<file path="config.mk">
export PLATFORM = sky130hd
export DESIGN_NAME = wb_arbiter
export DESIGN_NICKNAME = d
export VERILOG_FILES = /design/src/rtl/wb_arbiter_pkg.sv /design/src/rtl/wb_fifo.sv /design/src/rtl/wb_arbiter.sv
export SDC_FILE = /design/constraint.sdc
export NUM_CORES = 1
export LEC_CHECK = 0
export ABC_AREA = 1
export BUFFER_PORTS_ARGS = -buffer_cell sky130_fd_sc_hd__buf_2
export CORE_MARGIN = 2
export CORE_UTILIZATION = 47
export DETAILED_ROUTE_END_ITERATION = 16
export GPL_TIMING_DRIVEN = 0
export HOLD_SLACK_MARGIN = 0.12
export PLACE_DENSITY = 0.72
export SLEW_MARGIN = 20
export SYNTH_ARGS = -nofsm -noshare
export SYNTH_HDL_FRONTEND = slang
export SYNTH_HIERARCHICAL = 1
export SYNTH_SLANG_ARGS = --single-unit
</file>
<file path="constraint.sdc">
create_clock -name clk -period 2.2 [get_ports clk]
set_clock_uncertainty 0.15 [all_clocks]
set_input_delay 0.44 -clock clk [delete_from_list [all_inputs] [get_ports clk]]
set_output_delay 0.44 -clock clk [all_outputs]
set_load 0.01 [all_outputs]
</file>
<file path="src/rtl/wb_arbiter_pkg.sv">
// Shared constants for the register-file writeback path (8 x 16-bit register file).
package wb_arbiter_pkg;

    localparam int REG_ADDR_W = 3;
    localparam int REG_DATA_W = 16;
    localparam int NUM_REGS   = 8;
    localparam logic [REG_ADDR_W-1:0] REG_ZERO = 3'd0;

    // One queued writeback is packed as {addr, data}
    localparam int WB_ENTRY_W = REG_ADDR_W + REG_DATA_W;

endpackage

</file>
<file path="src/rtl/wb_fifo.sv">
// Synchronous FIFO with occupancy count; DEPTH must be a power of two so pointers wrap naturally.
module wb_fifo #(
    parameter  int WIDTH = 19,
    parameter  int DEPTH = 2,
    localparam int CNT_W = $clog2(DEPTH) + 1,
    localparam int PTR_W = $clog2(DEPTH)
) (
    input  logic             clk,
    input  logic             rst_n,
    input  logic             push,
    input  logic [WIDTH-1:0] push_data,
    input  logic             pop,
    output logic [WIDTH-1:0] pop_data,
    output logic [CNT_W-1:0] count
);

    logic [WIDTH-1:0] mem [DEPTH];
    logic [PTR_W-1:0] wr_ptr;
    logic [PTR_W-1:0] rd_ptr;

    // Storage carries no reset; clearing the pointers discards the contents
    always_ff @(posedge clk) begin
        if (push) begin
            mem[wr_ptr] <= push_data;
        end
    end

    always_ff @(posedge clk or negedge rst_n) begin
        if (!rst_n) begin
            wr_ptr <= '0;
            rd_ptr <= '0;
            count  <= '0;
        end else begin
            if (push) begin
                wr_ptr <= wr_ptr + 1'b1;
            end
            if (pop) begin
                rd_ptr <= rd_ptr + 1'b1;
            end
            case ({push, pop})
                2'b10:   count <= count + 1'b1;
                2'b01:   count <= count - 1'b1;
                default: count <= count;
            endcase
        end
    end

    assign pop_data = mem[rd_ptr];

endmodule

</file>
<file path="src/rtl/wb_arbiter.sv">
// Register-file write port arbiter: load returns always win, ALU results queue in wb_fifo.
// Optional macro WB_ALU_BYPASS_EN lets an ALU result skip the empty FIFO for 1-cycle latency.
module wb_arbiter
    import wb_arbiter_pkg::*;
#(
    parameter  int FIFO_DEPTH = 2,
    parameter  int DATA_W     = REG_DATA_W,
    parameter  int ADDR_W     = REG_ADDR_W,
    localparam int CNT_W      = $clog2(FIFO_DEPTH) + 1
) (
    input  logic                clk,
    input  logic                rst_n,
    input  logic                alu_valid,
    output logic                alu_ready,
    input  logic [ADDR_W-1:0]   alu_rd,
    input  logic [DATA_W-1:0]   alu_data,
    input  logic                ld_issue,
    input  logic [ADDR_W-1:0]   ld_issue_rd,
    input  logic                ld_valid,
    input  logic [ADDR_W-1:0]   ld_rd,
    input  logic [DATA_W-1:0]   ld_data,
    output logic                we,
    output logic [ADDR_W-1:0]   rd_addr,
    output logic [DATA_W-1:0]   rd_data,
    output logic [NUM_REGS-1:0] busy,
    output logic [CNT_W-1:0]    fifo_count
);

    localparam int ENTRY_W = ADDR_W + DATA_W;

    logic [ENTRY_W-1:0]  head;
    logic                fifo_empty;
    logic                alu_acc;
    logic                bypass;
    logic                push;
    logic                pop;
    logic                sel_vld;
    logic [ADDR_W-1:0]   sel_addr;
    logic [DATA_W-1:0]   sel_data;
    logic [NUM_REGS-1:0] busy_nxt;

    // Ready comes from the registered count only, never from the valids
    assign alu_ready = (fifo_count < CNT_W'(FIFO_DEPTH));

    always_comb begin
        fifo_empty = (fifo_count == '0);
        alu_acc    = alu_valid && alu_ready;
        bypass     = 1'b0;
`ifdef WB_ALU_BYPASS_EN
        bypass     = alu_acc && !ld_valid && fifo_empty;
`endif
        push       = alu_acc && !bypass;
        pop        = !ld_valid && !fifo_empty;

        sel_vld  = 1'b1;
        sel_addr = ld_rd;
        sel_data = ld_data;
        if (ld_valid) begin
            sel_vld = 1'b1;
        end else if (!fifo_empty) begin
            {sel_addr, sel_data} = head;
        end else if (bypass) begin
            sel_addr = alu_rd;
            sel_data = alu_data;
        end else begin
            sel_vld = 1'b0;
        end
    end

    // A fresh issue to the same register outranks the returning load's clear
    always_comb begin
        busy_nxt = busy;
        if (ld_valid) begin
            busy_nxt[ld_rd] = 1'b0;
        end
        if (ld_issue && (ld_issue_rd != ADDR_W'(REG_ZERO))) begin
            busy_nxt[ld_issue_rd] = 1'b1;
        end
    end

    wb_fifo #(
        .WIDTH (ENTRY_W),
        .DEPTH (FIFO_DEPTH)
    ) u_fifo (
        .clk       (clk),
        .rst_n     (rst_n),
        .push      (push),
        .push_data ({alu_rd, alu_data}),
        .pop       (pop),
        .pop_data  (head),
        .count     (fifo_count)
    );

    // R0 writes still take the slot but never assert we
    always_ff @(posedge clk or negedge rst_n) begin
        if (!rst_n) begin
            we      <= 1'b0;
            rd_addr <= '0;
            rd_data <= '0;
            busy    <= '0;
        end else begin
            we   <= sel_vld && (sel_addr != ADDR_W'(REG_ZERO));
            busy <= busy_nxt;
            if (sel_vld) begin
                rd_addr <= sel_addr;
                rd_data <= sel_data;
            end
        end
    end

endmodule
</file>
### Word level (Yosys, flattened, before mapping)

Memories as Yosys holds them, arrays and structs flattened.
Index checks and enable logic that the tools add are counted.

* logic and storage cells: 49
* bits in writable memories: 38
* output and inout port bits: 31
* memories kept: 1
* bits of input ports: 46
* register bits after elaboration: 32

* multiplexer cells: 15
* magnitude comparators: 5
* add/sub/neg operators: 4
* eq/ne operators: 2
* bitwise operators: 3
* reductions and logical operators: 12

Memory list
* u_fifo.mem: words 2, width 19, read ports 1, clocked after memory_dff 0, write ports 1, RTL line wb_fifo.sv:17 `logic [WIDTH-1:0] mem [DEPTH];`

Operator list (count)
* two-way mux 16 bit: 2
* two-way mux 8 bit: 2
* bitwise AND 8 bit: 1
* less-than comparator 3 x 4 -> 1 bit (second input constant): 2
* inverter 8 bit: 1
* OR 8 bit: 1
* demux 1 bit (select 3 bit): 2
* greater-or-equal comparator 3 x 1 -> 1 bit (second input constant): 2
* logical AND 1 bit: 6
* two-way mux 1 bit: 6
* two-way mux 3 bit: 2
* nonzero test 3 bit: 2
* one-hot mux 2 bit (2 select lines): 1
* adder 1 bit (second input constant): 2
* adder 2 x 1 -> 2 bit (second input constant): 1
* == test 2 x 1 -> 1 bit (second input constant): 1
* == test 2 bit (second input constant): 1
* logical NOT 1 bit: 2
* logical NOT 2 bit: 1
* less-than comparator 2 bit (second input constant): 1
* nonzero test 2 bit: 1
* subtractor 2 x 1 -> 2 bit (second input constant): 1

### Logic depth before layout (Yosys ltp)

* word-level depth: 9
* gate-level depth with buffers: 10
* gate-level depth less buffers: 9

### By module

The synthesis kept the hierarchy.

By module, submodules not included
* wb_fifo: area each 1675.4 µm², seq. area each 1241.2 µm², cells each 121, times used 1
* wb_arbiter: area each 1282.5 µm², seq. area each 700.7 µm², cells each 157, times used 1

### Least setup slack after synthesis

No wires, ideal clock.

* path type: flip-flop to flip-flop
* start: register u_fifo.count[1]
* end: memory u_fifo.mem[0][0] (enable)
* path buffers: 0
* clock period less this slack: 2.110 ns
* setup slack: 0.090 ns
* cell stages (with the launch flop): 4
* arrival: 1.565 ns
* library setup time: 0.395 ns
* cells stage by stage: dfrtp_1 -> nor2_1 -> inv_1 -> nor2_1

* longest elaborated chain between the ends: 4

RTL lines
* start: declaration: RTL line wb_fifo.sv:14 `output logic [CNT_W-1:0] count`
* start signal: assignment: RTL line wb_fifo.sv:41 `2'b10: count <= count + 1'b1;`
* start signal: assignment: RTL line wb_fifo.sv:42 `2'b01: count <= count - 1'b1;`
* start signal: assignment: RTL line wb_fifo.sv:43 `default: count <= count;`
* less-than comparator 2 bit: RTL line wb_arbiter.sv:43 `assign alu_ready = (fifo_count < CNT_W'(FIFO_DEPTH));`
* logical AND 1 bit: RTL line wb_arbiter.sv:47 `alu_acc = alu_valid && alu_ready;`
* via alu_acc: RTL line wb_arbiter.sv:33 `logic alu_acc;`
* two-way mux 1 bit: RTL line wb_fifo.sv:23 `if (push) begin`
* two-way mux 1 bit (not written as such): RTL line wb_fifo.sv:24 `mem[wr_ptr] <= push_data;`
* end: declaration: RTL line wb_fifo.sv:17

The timed path passes the listed nets, and every way through them passes these cells.

### Worst setup path after layout

* start: register u_fifo.count[1]
* end: memory u_fifo.mem[1][13] (enable)

Same word-level chain as after synthesis.

==> flow_metrics.py <==
metrics = {
    "power": {
        "p_switching_w": 0.001518,
        "p_leak_nw": 1.795,
        "fin_total_pwr_w": 0.004361,
        "intPower_w": 0.002843,
        "clock_power_share": 0.234,
        "comb_power_share": 0.325,
        "p_per_area_nw_per_um2": 1145,
        "irDropWorstVdd_mv": 0.7802,
        "sw_frac_of_total": 0.3482,
        "pwr-share-seq": 0.442,
    },
    "placed_design": {
        "port_buffers": 76,
        "dpl_cell_area_um2": 3450,
        "hpwl_um": 4235,
        "dp_slack_ns": 0.2213,
        "place.gp.congestion": 0.7798,
        "place_inst": 430,
    },
    "setup_path": {
        "critPathLaunchType": "flip-flop",
        "rrSetupSlack_ns": 0.30,
        "r2r-end": "u_fifo/mem[1][13]",
        "rr_worst_depth": 3,
        "cp_cell_sequence": "nor2_1 -> nand2_1 -> inv_1",
        "critical_path_class": "reg2reg",
        "path_buf_inv": 1,
        "crit_path_max_fanout": 19,
        "critical_path.slowest_cell": "inv_1",
        "critPathTopFamily": "buffers and inverters",
        "reg2reg_from": "u_fifo/count[1]",
        "slowest_delay_ns": 0.59,
        "required_ns": 2.02,
        "arrival_ns": 1.73,
        "crit_path_end_kind": "flip-flop",
    },
    "cts": {
        "ctsRootBufferMaster": "clkbuf_8",
        "clk_latency_ns": 0.35,
        "cts_made_buffers": 9,
        "cts_buffer_depth": 2,
        "cts_tree": "done",
        "clkSinkCount": 70,
        "clk_pin_slew_worst_paths_ns": 0.07,
        "post_cts_buffers": 0,
        "htreeDepth": 3,
    },
    "detailed_routing": {
        "drcViolationCount": 0,
        "antenna_left": 0,
        "num_vias": 2228,
        "routed_wl_um": 6037,
        "avgViaCountPerCell": 4.823,
        "wl_per_cell_um": 13.07,
        "drt_iter0_drc": 93,
        "first_pass_iters": 4,
    },
    "logic_synthesis": {
        "synth_warnings": 6,
        "synth_edf_count": 38,
        "seq_area_frac_synth": 0.6565,
        "synth_commonest_cells": "nand2_1, edfxtp_1, inv_1, dfrtp_1, o21ai_0",
        "yosys_register_bits": 70,
        "synthAdderAreaFrac": 0.004230,
        "synthesis.nets": 325,
        "yosys.cell_count.top_type": "nand2_1",
        "synth_mux_area_frac": 0,
        "synth_compound_area_frac": 0.07741,
        "synthSimpleGateAreaFrac": 0.1747,
        "synth_cell_types": 23,
        "synthXorXnorAreaFrac": 0.008883,
        "async_flop_share": 0.4571,
        "syn-cell-area_um2": 2958,
        "synth_top_area_share": 0.3858,
        "syn_avg_cell_area_um2": 10.64,
        "synth_area_leaders": "edfxtp_1, dfrtp_1, nand2_1, inv_1, o21ai_0",
        "syn_inst": 278,
        "synth_ff_type": "edfxtp_1",
        "yosysTopAreaCell": "edfxtp_1",
        "synth_top_family_by_area": "simple AND/OR/NAND/NOR gates",
    },
    "global_route": {
        "grt_pass1_vias": 2141,
        "met2_usage": 0.3123,
        "busiest_layer": "met2",
        "use_met1": 0.2291,
        "grt_pass1_wl_um": 9956,
        "met3_usage": 0.05368,
        "track_usage": 0.1866,
        "grt_max_degree": 33,
        "grt_overflow": 0,
        "antenna_found_initial": 0,
    },
    "timing": {
        "slew_violations": 0,
        "slew_headroom": 0.4634,
        "max_slew.worst_pin.slew_ns": 0.8041,
        "post-route-period-util": 0.8651,
        "rsz0062_at_grt": "false",
        "hold_viol_final": 0,
        "finalSetupViolations": 0,
        "max_freq_mhz": 525.4,
        "finalCriticalPeriod_ns": 1.903,
        "fin_ws_ns": 0.2967,
    },
    "final_layout": {
        "fin_cells": 462,
        "antennaDiodeCount": 0,
        "drive_gt1_frac": 0.3282,
        "stdcell_area_um2": 3807,
        "nNetsFinal": 429,
        "synthToLayoutAreaGrowth_pct": 28.72,
    },
    "hold_path": {
        "hold_path_end": "u_fifo/mem[0][5]",
        "hold_path_depth": 1,
        "hp-class": "in2reg",
        "hold_start": "alu_data[5]",
    },
    "floorplan": {
        "rows": 28,
        "core_area_um2": 5991,
        "initial_core_util": 0.4937,
        "die_x_um": 83.33,
        "die_area_um2": 6944,
        "pin_count": 77,
        "die_h_um": 83.33,
    },
    "job": {
        "maxCapViolCount": 0,
    },
    "outcome": {
        "status": "finished, final reports clean",
    },
}
[worst max-delay path by stage]
stage / startpoint / endpoint / slack [ns] / cells after the start
floorplan: u_fifo/count[1] / u_fifo/mem[0][0] / 0.09 / 3
global placement: alu_valid / u_fifo/mem[0][14] / -0.50 / 5
detailed placement: alu_valid / u_fifo/mem[1][1] / 0.22 / 5
CTS: u_fifo/count[1] / u_fifo/mem[1][12] / 0.26 / 3
global route: u_fifo/count[1] / u_fifo/mem[1][12] / 0.17 / 3
finish: u_fifo/count[1] / u_fifo/mem[1][13] / 0.30 / 3
[power by group through the flow]
stage	clock [W]	combinational, W	sequential (W)
2_1_floorplan	0	0.000822	0.00202
3_3_place_gp	0	0.00136	0.00194
3_5_place_dp	0	0.00141	0.00195
4_1_cts	0.00104	0.00143	0.00193
5_1_grt	0.00110	0.00159	0.00196
6_report	0.00102	0.00142	0.00193
[kinds of logic (layout without fill, tap and decap cells)]
kind of cell             count (synthesis)  after routing
AO/OA/AOI/OAI                           37             37
XOR/XNOR                                 3              3
adder cells (fa/ha/maj)                  1              1
buffers and inverters                   48            157
flip-flops                              70             70
AND/OR/NAND/NOR                        119            119
[area by class of cell]
class,instances,area [um2]
Timing Repair Buffer,93,555.5
Clock buffer,9,123.9
Inverter,39,146.4
Clock inverter,7,73.82
Multi-Input combinational cell,160,787.0
Sequential cell,70,1942
Fill cell,507,2183
Buffer,9,85.08
Tap cell,75,93.84
[flip-flops by register name (all words and copies together) (netlist names)]
| name | flops |
|---|---|
| u_fifo/count | 2 |
| u_fifo/mem | 38 |
| rd_addr | 3 |
| u_fifo/wr_ptr | 1 |
| we | 1 |
| busy | 8 |
| rd_data | 16 |
| u_fifo/rd_ptr | 1 |
[worst register-to-register path, stage by stage, from the launching register on]
cell	delay, ns
dfrtp_1	0.46
nor2_1	0.25
nand2_1	0.08
inv_1	0.59
[metrics by stage]
stage	hold WS (ns)	TNS (ns)	utilization
2_1_floorplan	-0.005591	0	-
3_3_place_gp	0.3148	-9.406	0.5729
3_5_place_dp	0.3238	0	0.5758
4_1_cts	0.1201	0	0.6255
5_1_grt	0.1212	0	0.6355
6_report	0.1368	0	0.6355
[metal layers]
layer  share of wire  vias to the layer above
li1                -                     1111
met1            0.45                     1050
met2            0.49                       57
met3           0.050                       10
met4           0.017                        0
met5               0                        -
[timing repair]
item	4_1_cts	5_1_grt
endpoints found under the setup margin	0	0
resized for setup	0	0
hold endpoints to repair	50	11
hold buffers	10	6
[layout by cell type, fill, tap and decap left out, types with 2 or more instances in the layout]
master / count
edfxtp_1: 38
nand3_1: 21
o21ai_2: 11
dlygate4sd3_1: 16
nand2_2: 11
buf_2: 78
inv_1: 37
o21ai_0: 24
dfrtp_1: 32
xor2_1: 2
inv_2: 2
clkinvlp_4: 3
clkbuf_8: 9
buf_8: 2
nand2_1: 81
buf_6: 4
nand4_1: 2
Note: power is estimated with default switching activity, not from simulation.
